`src/rtl/mc6809_pkg.sv`:
```
// Shared types and defaults for the mc6809 bus bridge.
// Holds the bridge FSM state type and default parameter values.
package mc6809_pkg;

    typedef enum logic [1:0] {
        ST_IDLE    = 2'd0,
        ST_RD_WAIT = 2'd1,
        ST_WR_WAIT = 2'd2
    } state_t;

    localparam logic [7:0] OPEN_BUS_DEF = 8'hFF;
    localparam int         TIMEOUT_DEF  = 255;

endpackage

```
`src/rtl/mc6809_edge_det.sv`:
```
// Registers a level and emits a one-cycle pulse on its rising edge.
// Ports: clk, rst_n (sync, active-low), sig in, rise out.
module mc6809_edge_det (
    input  logic clk,
    input  logic rst_n,
    input  logic sig,
    output logic rise
);

    logic sig_d;

    always_ff @(posedge clk) begin
        if (!rst_n) begin
            sig_d <= 1'b0;
        end else begin
            sig_d <= sig;
        end
    end

    assign rise = sig & ~sig_d;

endmodule

```
`src/rtl/mc6809_bus_bridge.sv`:
```
// Turns mc6809 E/Q bus cycles into a req/ack memory port, stretching
// the CPU via MRDY while waiting, with a timeout that returns OPEN_BUS.
// Ports: CLK, nRESET (sync, active-low); CPU side E, Q, ADDR, RnW,
// DOut, BA in and D, MRDY out; memory side mem_req, mem_we, mem_addr,
// mem_wdata out and mem_rdata, mem_ack in; bus_err timeout pulse.
module mc6809_bus_bridge
    import mc6809_pkg::*;
#(
    parameter int          ADDR_W   = 16,
    parameter int          TIMEOUT  = TIMEOUT_DEF,
    parameter logic [7:0]  OPEN_BUS = OPEN_BUS_DEF
) (
    input  logic              CLK,
    input  logic              nRESET,
    input  logic              E,
    input  logic              Q,
    input  logic [ADDR_W-1:0] ADDR,
    input  logic              RnW,
    input  logic [7:0]        DOut,
    input  logic              BA,
    output logic [7:0]        D,
    output logic              MRDY,
    output logic              mem_req,
    output logic              mem_we,
    output logic [ADDR_W-1:0] mem_addr,
    output logic [7:0]        mem_wdata,
    input  logic [7:0]        mem_rdata,
    input  logic              mem_ack,
    output logic              bus_err
);

    localparam int CNT_W = $clog2(TIMEOUT + 1);
    localparam logic [CNT_W-1:0] CNT_MAX = CNT_W'(TIMEOUT);

    state_t           state;
    logic [CNT_W-1:0] cnt;
    logic [CNT_W-1:0] cnt_nxt;
    logic             q_rise;
    logic             e_rise;
    logic             rd_hit;
    logic             wr_hit;
    logic             tmo;

    mc6809_edge_det u_q_det (
        .clk   (CLK),
        .rst_n (nRESET),
        .sig   (Q),
        .rise  (q_rise)
    );

    mc6809_edge_det u_e_det (
        .clk   (CLK),
        .rst_n (nRESET),
        .sig   (E),
        .rise  (e_rise)
    );

    // Reads start on Q rise; writes wait for E rise, when DOut is valid.
    assign rd_hit = q_rise & ~BA & RnW;
    assign wr_hit = e_rise & ~BA & ~RnW;

    // Saturating count; tmo fires on the cycle the count reaches TIMEOUT.
    assign cnt_nxt = (cnt == CNT_MAX) ? cnt : cnt + CNT_W'(1);
    assign tmo     = (cnt_nxt == CNT_MAX);

    always_ff @(posedge CLK) begin
        if (!nRESET) begin
            state     <= ST_IDLE;
            cnt       <= '0;
            mem_req   <= 1'b0;
            mem_we    <= 1'b0;
            mem_addr  <= '0;
            mem_wdata <= 8'h00;
            MRDY      <= 1'b1;
            D         <= OPEN_BUS;
            bus_err   <= 1'b0;
        end else begin
            bus_err <= 1'b0;
            unique case (state)
                ST_IDLE: begin
                    unique case (1'b1)
                        rd_hit: begin
                            state    <= ST_RD_WAIT;
                            cnt      <= '0;
                            mem_req  <= 1'b1;
                            mem_we   <= 1'b0;
                            mem_addr <= ADDR;
                            MRDY     <= 1'b0;
                        end
                        wr_hit: begin
                            state     <= ST_WR_WAIT;
                            cnt       <= '0;
                            mem_req   <= 1'b1;
                            mem_we    <= 1'b1;
                            mem_addr  <= ADDR;
                            mem_wdata <= DOut;
                            MRDY      <= 1'b0;
                        end
                        default: ;
                    endcase
                end
                ST_RD_WAIT, ST_WR_WAIT: begin
                    cnt <= cnt_nxt;
                    // Ack takes priority over a coincident timeout.
                    if (mem_ack) begin
                        if (state == ST_RD_WAIT) begin
                            D <= mem_rdata;
                        end
                        state   <= ST_IDLE;
                        mem_req <= 1'b0;
                        MRDY    <= 1'b1;
                    end else if (tmo) begin
                        if (state == ST_RD_WAIT) begin
                            D <= OPEN_BUS;
                        end
                        state   <= ST_IDLE;
                        mem_req <= 1'b0;
                        MRDY    <= 1'b1;
                        bus_err <= 1'b1;
                    end
                end
                default: begin
                    state   <= ST_IDLE;
                    mem_req <= 1'b0;
                    MRDY    <= 1'b1;
                end
            endcase
        end
    end

endmodule

```
`config.mk`:
```
export PLATFORM = sky130hd
export DESIGN_NAME = mc6809_bus_bridge
export DESIGN_NICKNAME = d
export VERILOG_FILES = /design/src/rtl/mc6809_pkg.sv /design/src/rtl/mc6809_edge_det.sv /design/src/rtl/mc6809_bus_bridge.sv
export SDC_FILE = /design/constraint.sdc
export NUM_CORES = 1
export LEC_CHECK = 0
export BUFFER_PORTS_ARGS = -buffer_cell sky130_fd_sc_hd__buf_2
export CAP_MARGIN = 20
export CELL_PAD_IN_SITES_DETAIL_PLACEMENT = 1
export CELL_PAD_IN_SITES_GLOBAL_PLACEMENT = 2
export CORE_ASPECT_RATIO = 0.8
export CORE_MARGIN = 2
export CORE_UTILIZATION = 27
export DETAILED_ROUTE_END_ITERATION = 8
export GPL_ROUTABILITY_DRIVEN = 0
export PLACE_DENSITY = 0.81
export SYNTH_ARGS = -nofsm -noshare
export SYNTH_HDL_FRONTEND = slang
export SYNTH_SLANG_ARGS = --single-unit
export TNS_END_PERCENT = 20
```
`constraint.sdc`:
```
create_clock -name CLK -period 2.5 [get_ports CLK]
set_input_delay 0.25 -clock CLK [delete_from_list [all_inputs] [get_ports CLK]]
set_output_delay 0.25 -clock CLK [all_outputs]
set_load 0.03 [all_outputs]
```
---- After elaboration in Yosys (flattened, before gate mapping) ----
Cells that the tools add are included.
word-level totals
  register bits after elaboration ......... 48
  ROM bits ................................ 0
  memory bits (writable) .................. 0
  bits of input ports ..................... 39
  memories ................................ 0
  bits in latches ......................... 0
  logic and storage cells ................. 66
  output and inout bits ................... 36
cells by class
  order comparisons ....................... 0
  eq/ne operators ......................... 7
  add/subtract/negate cells ............... 1
  bitwise gates (word level) .............. 12
  multiplexer cells ....................... 21
  shift-type cells ........................ 0
  reductions and logical operators ........ 14
  multiply operators ...................... 0
  divide/modulo/power cells ............... 0
operators by type and width
  kind                   number
  $mux W8                6
  $eq A8 B8 Y1 const B   2
  $pmux W8 S2            1
  $reduce_and A2 Y1      6
  $add A8 B1 Y8 const B  1
  $pmux W2 S2            2
  $mux W1                7
  $and A1 B1 Y1          6
  $ne A3 B3 Y1 const B   2
  $not A1 Y1             6
  $pmux W1 S2            3
  $reduce_bool A2 Y1     3
  $mux W2                2
  $reduce_or A2 Y1       2
  $reduce_and A3 Y1      1
  $reduce_or A3 Y1       1
  $eq A2 B1 Y1 const B   1
  $eq A2 B2 Y1 const B   1
  $logic_not A2 Y1       1
  $ne A2 B2 Y1 const B   1

---- Logic depth before layout (Yosys ltp) ----
Gate-level depths: netlist (run 1).
  word-level depth ........................ 7
  depth in mapped cells ................... 8
  mapped depth without buffers ............ 7

---- By module ----
A second synthesis (run 1) with hierarchy kept.
unflattened totals
  cells, all modules ...................... 272
  area total of the unflattened synthesis .. 2218.4 µm²
by module, submodules not included
  module             cells an instance  area each (µm²)  instances
  mc6809_bus_bridge  266                2138.3           1
  mc6809_edge_det    3                  40.0             2

---- Worst setup path after synthesis (run 1) ----
No wires, ideal clock.
  kind .................................... reg-to-reg
  start ................................... reg cnt[0]
  end ..................................... reg MRDY
  path slack .............................. 508 ps
  period minus slack after synthesis ...... 1992 ps
  data required time ...................... 2378 ps
  data arrival time ....................... 1870 ps
  cell stages (with the launch flop) ...... 6
  cell sequence ........................... dfxtp_1 -> ha_1 -> or4b_4 -> and3_4 -> a41o_4 -> o32a_1
between the ends
  longest elaborated chain between the ends .. 5
RTL lines
  item                                           RTL line                  text
  start, declared                                mc6809_bus_bridge.sv:36   logic [CNT_W-1:0] cnt;
  start signal, assigned                         mc6809_bus_bridge.sv:103  cnt <= cnt_nxt;
  $add A8 B1 Y8 or $eq A8 B8 Y1 (tied branches)  mc6809_bus_bridge.sv:63   assign cnt_nxt = (cnt == CNT_MAX) ? cnt : cnt + CNT_W'(1);
  $mux W8 *                                      mc6809_bus_bridge.sv:63
  $eq A8 B8 Y1 *                                 mc6809_bus_bridge.sv:64   assign tmo = (cnt_nxt == CNT_MAX);
  $ne A3 B3 Y1 (no source line) *                --
  $reduce_and A2 Y1 (no source line) *           --
  end signal, assigned                           mc6809_bus_bridge.sv:74   MRDY <= 1'b1;
  end signal, assigned                           mc6809_bus_bridge.sv:88   MRDY <= 1'b0;
  end signal, assigned                           mc6809_bus_bridge.sv:97   MRDY <= 1'b0;
  end, declared                                  mc6809_bus_bridge.sv:22   output logic MRDY,
Mark *: on every way between the ends. The rest lies on a longest branch, timed or not.
A chain may end at the register's enable or synchronous reset.

---- Final worst setup path (run 1) ----
  start ................................... reg cnt[0]
  end ..................................... reg D[2]
between the ends
  longest elaborated chain between the ends .. 5
RTL lines
  item                                           RTL line                  text
  $add A8 B1 Y8 or $eq A8 B8 Y1 (tied branches)  mc6809_bus_bridge.sv:63
  $mux W8 *                                      mc6809_bus_bridge.sv:63
  $eq A8 B8 Y1 *                                 mc6809_bus_bridge.sv:64
  $reduce_bool A2 Y1 (no source line) *          --
  $reduce_and A3 Y1 (no source line) *           --
  end signal, assigned                           mc6809_bus_bridge.sv:107  D <= mem_rdata;
  end, declared                                  mc6809_bus_bridge.sv:21   output logic [7:0] D,
Marks and branches as above.

==> metrics.txt, run 1 <==
run status finished clean; maximum number of pins on one net before global-route repair 38; first-pass GRT wire length 10360 µm; cell internal pwr 1.094 mW; HP Class in -> reg; number of design-rule violations left by the first detailed-router iteration 78; net switching power of the design 431.8 µW; number of antenna violations at the first check in global routing 0; ANT nets after route 0; Cells after DPL 431; Final Cell Area 2721 µm²; Final Cycle Share 89.08%; Seq/Total Area, Yosys 45.31%; max capacitance violation total 0; H-tree levels 2; Overall Power 1.525 mW; total negative setup slack 0 ns; Setup WS post-layout 0.2729 ns; number of max-slew violations in the final report 0; arrival time of data at the critical path endpoint 2.46 ns; GRT Util Overall 15.16%; via count of the first global-routing pass 2120; share of layout cells above drive strength 1 29.94%; Avg WL per Cell 14.23 µm; number of detailed-route iterations in the first pass 4; number of flops mapped to enable cells by yosys 0; overall routed net length 6247 µm; CP Max Fanout 10; clock buffers created by TritonCTS 5; area taken by flip-flops and latches 960.9 µm²; flip-flop and latch count after synthesis 48; number of placement rows 28; data required time at the worst endpoint 2.74 ns; Remaining Overflow, GRT 0; part of the total power dissipated in combinational logic 14.3%; dpl ws 0.2898 ns; clock tree from TritonCTS built; CORE AREA 7497 µm²; Initial Utilization 28.29%; setup violators final 0; multi-input logic area 1084 µm²; synthesized cell area 2121 µm²; number of nets in the final layout 375; setup repair bufs after CTS 0; ys async rst share 0%; Syn Inst Count 259; Worst setup SP type flop; number of top-level pins 75; placement-stage cell area 2625 µm²; Final Critical Period 2.227 ns; post-cts hold buffer count 0; # diodes 0; Static Leak 1.097 nW; clock network fraction of total power 33.1%; unrepaired setup endpoints after global routing no; skew final 0.01165 ns; switching part of the total power 28.31%; part of the total power dissipated in sequential elements 52.6%; buffers added on ports 74; Worst Setup End Kind flop; count of final hold-check violations 0; highest-count cells in the layout ignoring fill and taps buf_2 (74), nand2_1 (53), dfxtp_1 (48); Tightest Pin Transition 0.8357 ns; clock transition at the register clock pins on the worst setup and hold paths after CTS 0.10 ns; count of unresolved DRC violations after routing 0; Peak supply drop 0.2159 mV; PostCTS Resize Cnt 0; die area 8584 µm²; TritonCTS Sinks 48; vias after detailed routing 2124; Top FF cell, synth dfxtp_1; die boundary height 83.27 µm; syn_nets 301; count of synthesis-stage warnings from yosys 0; library cells used by synthesis 44; root buffer selected by CTS clkbuf_8; power per cell area 560.5 nW/µm²; count of filler cells inserted in the layout 962; Clk Latency, worst-skew pair 0.31 ns; Rel. slew slack 44.29%; most common cell after layout, fill and taps aside buf_2; critical path start-end classification reg -> reg; number of standard cells in the final layout excluding fillers 439; mean cell area of the mapped netlist 8.188 µm²; Area growth, synth to finish 28.32%; half-perimeter wire length after placement 4389 µm; number of buffers on the longest clock path 2; number of vias per cell 4.838; highest achievable clock rate 449.0 MHz; Die X 103.1 µm
## routing by layer
layer	global-route usage (%)	vias up	part of all wire (%)
met4	4.665	0	1.2
met1	19.97	1005	47
met3	3.872	5	4.6
li1	-	1073	-
met5	0	-	0
met2	24.14	41	48
## sequential cells by signal, indices dropped and copies added, names as in the netlist
name and count:
u_e_det.sig_d 1, bus_err 1, mem_addr 16, D 8, cnt 8, MRDY 1, state 2, mem_req 1
u_q_det.sig_d 1, mem_we 1, mem_wdata 8
## synth_stat cells (2+ instances only)
master / number / area [µm²]
nand3_1: 12 / 60.06
nor2_1: 11 / 41.29
nor4b_1: 2 / 17.52
ha_1: 3 / 37.54
and4_1: 2 / 17.52
nor3_1: 6 / 30.03
dfxtp_1: 48 / 960.9
buf_2: 3 / 15.01
a31oi_1: 11 / 68.82
a21o_1: 2 / 15.01
nand3b_1: 10 / 75.07
clkbuf_1: 11 / 41.29
a21oi_1: 35 / 175.2
nand2b_1: 2 / 12.51
inv_1: 4 / 15.01
o22ai_1: 2 / 12.51
and3_1: 2 / 12.51
and2_1: 2 / 12.51
o21ai_0: 11 / 55.05
nand2_1: 53 / 198.9
a41oi_1: 2 / 17.52
o2111ai_1: 2 / 17.52
nand4_1: 2 / 12.51
## worst max-delay path, stage by stage, from the launching register on
cell and delay [ns]:
dfxtp_1 0.40, ha_1 0.36, or3b_2 0.46, o2111ai_1 0.10, and3_1 0.24, nand3_1 0.32, a31oi_1 0.28
## per-stage QoR
stage          utilization (%)  hold WS (ns)
6_report                 36.30        0.1490
5_1_grt                  36.30        0.1482
4_1_cts                  36.30        0.1446
3_5_place_dp             35.01        0.4475
3_3_place_gp             35.01        0.4398
2_1_floorplan                -        0.3717
## cell families (layout without fill, tap and decap cells)
kind of cell	after synthesis	after routing	synth area share, %
fa+ha+maj	3	3	1.770
buf+inv	20	95	3.893
flops	48	48	45.31
mux	1	1	0.4720
simple gates	113	113	27.14
compound gates	74	74	21.42
## cell type report
cell class	count	area share [%]
multi-input cells	191	39.82
clock inverters	2	0.5057
repair buffers	82	15.82
inverters	5	0.6897
flip-flops and latches	48	35.31
well taps	105	4.828
clock buffers	6	3.034
## power by group through the flow
stage / combinational [mW] / sequential [mW] / clock (mW)
final: 0.218 / 0.803 / 0.505
after global routing: 0.241 / 0.807 / 0.558
after CTS: 0.222 / 0.803 / 0.521
after detailed placement: 0.221 / 0.820 / 0
after global placement: 0.217 / 0.820 / 0
after floorplan: 0.0937 / 0.861 / 0
## worst paths after layout
check	start	slack (ns)	depth (start not counted)	end
min reg2reg	mem_wdata[4]$_SDFFE_PN0P_	0.46	2	mem_wdata[4]$_SDFFE_PN0P_
min	Q	0.15	2	u_q_det.sig_d$_SDFF_PN0_
max	cnt[0]$_SDFFE_PN0P_	0.27	6	D[2]$_SDFFE_PN1P_
max reg2reg	cnt[0]$_SDFFE_PN0P_	0.27	6	D[2]$_SDFFE_PN1P_
Power figures use the tool's default switching activity.
==> run 2, diff against run 1 <==
CELL_PAD_IN_SITES_DETAIL_PLACEMENT = not set   (was 1)
CELL_PAD_IN_SITES_GLOBAL_PLACEMENT = not set   (was 2)
CORE_ASPECT_RATIO = not set   (was 0.8)
CORE_UTILIZATION = 30   (was 27)
PLACE_DENSITY = 0.56   (was 0.81)
==> run 2 against run 1 <==
Effect of this change:
- critical path depth did not move
- clock skew fell by 0.0058 ns
- maximum frequency rose by 3.3%
- global-route usage fell by 0.91 points
==> metrics.txt, run 2 (synthesis results as in run 1) <==
run status finished clean; Worst setup SP type flop; clock buffers created by TritonCTS 5; vias after detailed routing 2079; number of antenna violations at the first check in global routing 0; overall routed net length 5433 µm; TritonCTS Sinks 48; # diodes 0; end point of the worst hold path u_q_det.sig_d$_SDFF_PN0_; Area growth, synth to finish 28.26%; R2R Path End D[2]$_SDFFE_PN1P_; origin of the worst min-delay path Q; cell internal pwr 1.192 mW; total negative setup slack 0 ns; area taken by flip-flops and latches 960.9 µm²; slowest stage cell, crit path or3b_2; part of the total power dissipated in sequential elements 49.9%; root buffer selected by CTS clkbuf_8; switching part of the total power 25.79%; max FFs per register 16; unrepaired setup endpoints after global routing no; count of cells along the worst hold path 2; multi-input logic area 1084 µm²; Static Leak 1.097 nW; ANT nets after route 0; half-perimeter wire length after placement 3926 µm; most common cell after layout, fill and taps aside buf_2; arrival time of data at the critical path endpoint 2.39 ns; setup repair bufs after CTS 0; buffers added on ports 74; dpl ws 0.3210 ns; clock transition at the register clock pins on the worst setup and hold paths after CTS 0.09 ns; die boundary height 88.08 µm; CP Max Fanout 10; number of buffers on the longest clock path 2; max capacitance violation total 0; PostCTS Resize Cnt 0; Cells after DPL 420; slowest cell delay on critical path 0.45 ns; clock network fraction of total power 36.8%; register bank with the most flops mem_addr; count of buffering cells on the critical path with inverters included 0; Crit path max-delay family simple AND/OR/NAND/NOR gates; number of nets in the final layout 373; Avg WL per Cell 12.69 µm; number of max-slew violations in the final report 0; count of final hold-check violations 0; flop-to-flop setup slack 0.34 ns; Remaining Overflow, GRT 0; via count of the first global-routing pass 1917; highest-count cells in the layout ignoring fill and taps buf_2 (74), nand2_1 (53), dfxtp_1 (48); cells on worst reg2reg path 6; net switching power of the design 414.4 µW; critical path start-end classification reg -> reg; Initial Utilization 31.04%; hold slack final 0.1645 ns; number of vias per cell 4.857; number of top-level pins 75; skew final 0.005888 ns; GRT Util Overall 14.25%; Clk Latency, worst-skew pair 0.30 ns; number of placement rows 30; maximum number of pins on one net before global-route repair 38; Tightest Pin Transition 0.6547 ns; Peak supply drop 0.2562 mV; Final Critical Period 2.157 ns; Rel. slew slack 56.35%; data required time at the worst endpoint 2.73 ns; part of the total power dissipated in combinational logic 13.2%; die area 7758 µm²; first-pass GRT wire length 8907 µm; Worst Setup End Kind flop; cell breakdown of the critical path ha_1, or3b_2, o2111ai_1, and3_1, nand3_1, a31oi_1; number of detailed-route iterations in the first pass 4; count of filler cells inserted in the layout 733; power per cell area 590.7 nW/µm²; H-tree levels 2; Die X 88.08 µm; setup violators final 0; Final Cycle Share 86.26%; share of layout cells above drive strength 1 29.52%; worst reg2reg path startpoint cnt[0]$_SDFFE_PN0P_; CORE AREA 6832 µm²; post-cts hold buffer count 0; count of unresolved DRC violations after routing 0; Setup WS post-layout 0.3435 ns; number of standard cells in the final layout excluding fillers 428; clock tree from TritonCTS built; highest achievable clock rate 463.7 MHz; number of design-rule violations left by the first detailed-router iteration 99; HP Class in -> reg
[run 2: cell types whose count changed in the layout (fill, tap and decap cells not counted)]
cell	change
inv_6	-1
bufinv_16	+1
buf_4	-2
clkinv_2	-1
clkinv_4	+1
[run 2: how the worst max path moves through the flow]
stage	start	to	slack, ns	cells past startpoint
after floorplan	cnt[0]$_SDFFE_PN0P_	MRDY$_SDFFE_PN1P_	0.51	5
final	cnt[0]$_SDFFE_PN0P_	D[2]$_SDFFE_PN1P_	0.34	6
after detailed placement	cnt[0]$_SDFFE_PN0P_	D[2]$_SDFFE_PN1P_	0.32	6
after global placement	cnt[0]$_SDFFE_PN0P_	D[4]$_SDFFE_PN1P_	0.40	7
after global routing	cnt[0]$_SDFFE_PN0P_	D[6]$_SDFFE_PN1P_	0.15	6
after CTS	cnt[0]$_SDFFE_PN0P_	D[2]$_SDFFE_PN1P_	0.30	6
[run 2: through the flow]
stage,power (mW),instance area [µm²],util (%)
final,1.607,2720,39.82
after global placement,1.033,2599,38.04
after CTS,1.629,2720,39.82
after detailed placement,1.036,2599,38.04
after floorplan,0.9549,2121,-
after global routing,1.676,2720,39.82
[run 2: power by group through the flow]
stage | Clock [mW] | Combinational (mW) | Sequential (mW)
after floorplan | 0 | 0.0937 | 0.861
after detailed placement | 0 | 0.215 | 0.821
after global routing | 0.636 | 0.233 | 0.806
final | 0.592 | 0.212 | 0.802
after global placement | 0 | 0.213 | 0.820
after CTS | 0.611 | 0.215 | 0.803
[run 2: final cells by class]
class,instances,area share [%]
Multi-Input combinational cell,191,39.83
Sequential cell,48,35.33
Timing Repair Buffer,80,15.27
Tap cell,96,4.416
Clock buffer,6,3.036
Clock inverter,2,1.426
Inverter,5,0.6900
[run 2: metal layers]
metal / vias up / track usage (%) / part of all wire, %
li1: 1071 / - / -
met1: 966 / 19.06 / 47
met2: 36 / 22.80 / 48
met3: 6 / 2.828 / 3.6
met4: 0 / 5.372 / 1.6
met5: - / 0 / 0
==> run 3, diff against run 2 <==
CAP_MARGIN = not set   (was 20)
CORE_ASPECT_RATIO = 1.5   (was not set)
PLACE_DENSITY = not set   (was 0.56)
==> run 3 against run 2 <==
Effect of this change:
- clock power up 15%
- via count increased by 3.6%
- non-clock buffer count rose by 1
- largest power group unchanged
- first-iteration DRC count shrank 13%
- register-to-register slack lost 0.08 ns
- worst hold slack worse by 0.0024 ns
- sequential cell count stayed put
- final cell count down 4.0%
==> metrics.txt, run 3 (synthesis results as in run 1) <==
max capacitance violation total 0; GRT Util Overall 14.34%; most common cell after layout, fill and taps aside buf_2; net switching power of the design 424.7 µW; number of antenna violations at the first check in global routing 0; highest-count cells in the layout ignoring fill and taps buf_2 (74), nand2_1 (53), dfxtp_1 (48); Clk Latency, worst-skew pair 0.30 ns; cell internal pwr 1.269 mW; clock transition at the register clock pins on the worst setup and hold paths after CTS 0.09 ns; number of nets in the final layout 374; CORE AREA 6852 µm²; first-pass GRT wire length 8928 µm; Tightest Pin Transition 0.6390 ns; die area 7772 µm²; count of filler cells inserted in the layout 719; number of top-level pins 75; Final Cycle Share 89.31%; origin of the worst min-delay path Q; count of unresolved DRC violations after routing 0; ANT nets after route 0; arrival time of data at the critical path endpoint 2.46 ns; run status finished clean; critical path start-end classification reg -> reg; vias after detailed routing 2154; number of buffers on the longest clock path 2; Initial Utilization 30.95%; half-perimeter wire length after placement 3968 µm; count of final hold-check violations 0; CP Max Fanout 10; HP Class in -> reg; overall routed net length 5471 µm; skew final 0.004268 ns; via count of the first global-routing pass 1920; Worst Setup End Kind flop; Rel. slew slack 57.40%; clock tree from TritonCTS built; post-cts hold buffer count 0; buffers added on ports 74; PostCTS Resize Cnt 0; number of max-slew violations in the final report 0; Area growth, synth to finish 28.32%; die boundary height 107.0 µm; # diodes 0; Worst setup SP type flop; share of layout cells above drive strength 1 29.73%; part of the total power dissipated in sequential elements 47.4%; number of vias per cell 5.241; highest achievable clock rate 447.9 MHz; number of design-rule violations left by the first detailed-router iteration 86; setup violators final 0; Final Critical Period 2.233 ns; Static Leak 1.108 nW; origin of the worst setup path cnt[0]$_SDFFE_PN0P_; power per cell area 622.4 nW/µm²; unrepaired setup endpoints after global routing no; worst reg2reg path startpoint cnt[0]$_SDFFE_PN0P_; Die X 72.65 µm; root buffer selected by CTS clkbuf_8; Remaining Overflow, GRT 0; number of placement rows 37; max FFs per register 16; part of the total power dissipated in combinational logic 12.5%; Finished Core Util 39.72%; TritonCTS Sinks 48; clock network fraction of total power 40.1%; total negative setup slack 0 ns; clock buffers created by TritonCTS 5; setup repair bufs after CTS 0; data required time at the worst endpoint 2.73 ns; switching part of the total power 25.07%; Peak supply drop 0.4183 mV; maximum number of pins on one net before global-route repair 26; Avg WL per Cell 13.31 µm; register bank with the most flops mem_addr; H-tree levels 2; number of detailed-route iterations in the first pass 4
==> run 3: cell types whose count changed in the layout (fill, tap and decap cells not counted), sizes merged <==
cell    change
clkbuf      -1
inv         +1
clkinv      -1
buf         +1
bufinv      +1
==> run 3: area by class of cell <==
class | count | area (µm²) | area share [%]
clock buffers | 5 | 68.82 | 2.529
clock inverters | 3 | 68.82 | 2.529
repair buffers | 81 | 422.9 | 15.54
multi-input cells | 191 | 1084 | 39.82
inverters | 5 | 18.77 | 0.6897
flip-flops and latches | 48 | 960.9 | 35.31
well taps | 78 | 97.59 | 3.586
==> run 3: worst max-delay path, cell delays in order (launching register included) <==
cell and delay (ns):
dfxtp_1 0.40, ha_1 0.34, or3b_2 0.45, o2111ai_1 0.10, and3_1 0.24, nand3_1 0.33, a31oi_1 0.28
==> run 3: routing by layer <==
layer / GRT usage [%] / routed length [µm]
met3: 2.820 / 233
met2: 26.17 / 3036
met1: 16.73 / 2142
met5: 0 / 0
met4: 3.571 / 58
==> run 3: power groups by stage <==
| stage | clock network [mW] | registers, mW | logic [mW] |
|---|---|---|---|
| floorplan | 0 | 0.861 | 0.0937 |
| global placement | 0 | 0.820 | 0.214 |
| detailed placement | 0 | 0.821 | 0.215 |
| CTS | 0.702 | 0.803 | 0.216 |
| global route | 0.729 | 0.806 | 0.236 |
| finish | 0.679 | 0.802 | 0.212 |
==> run 3: worst paths after layout <==
kind                                             endpoint  slack [ns]  depth (start not counted)
worst max-delay path                    D[6]$_SDFFE_PN1P_        0.27                          6
worst min-delay path             u_q_det.sig_d$_SDFF_PN0_        0.16                          2
worst max register to register          D[6]$_SDFFE_PN1P_        0.27                          6
worst min register to register  mem_addr[12]$_SDFFE_PN0P_        0.45                          2
==> run 3: through the flow <==
stage | worst slack (ns) | std cells | area [µm²] | total power [mW] | hold WS [ns]
global route | 0.08823 | 411 | 2721 | 1.770 | 0.1714
global placement | 0.3551 | 403 | 2584 | 1.034 | 0.4406
detailed placement | 0.2725 | 403 | 2584 | 1.036 | 0.4436
floorplan | 0.5084 | 259 | 2121 | 0.9549 | 0.3717
CTS | 0.2444 | 411 | 2721 | 1.721 | 0.1558
finish | 0.2673 | 411 | 2721 | 1.694 | 0.1621
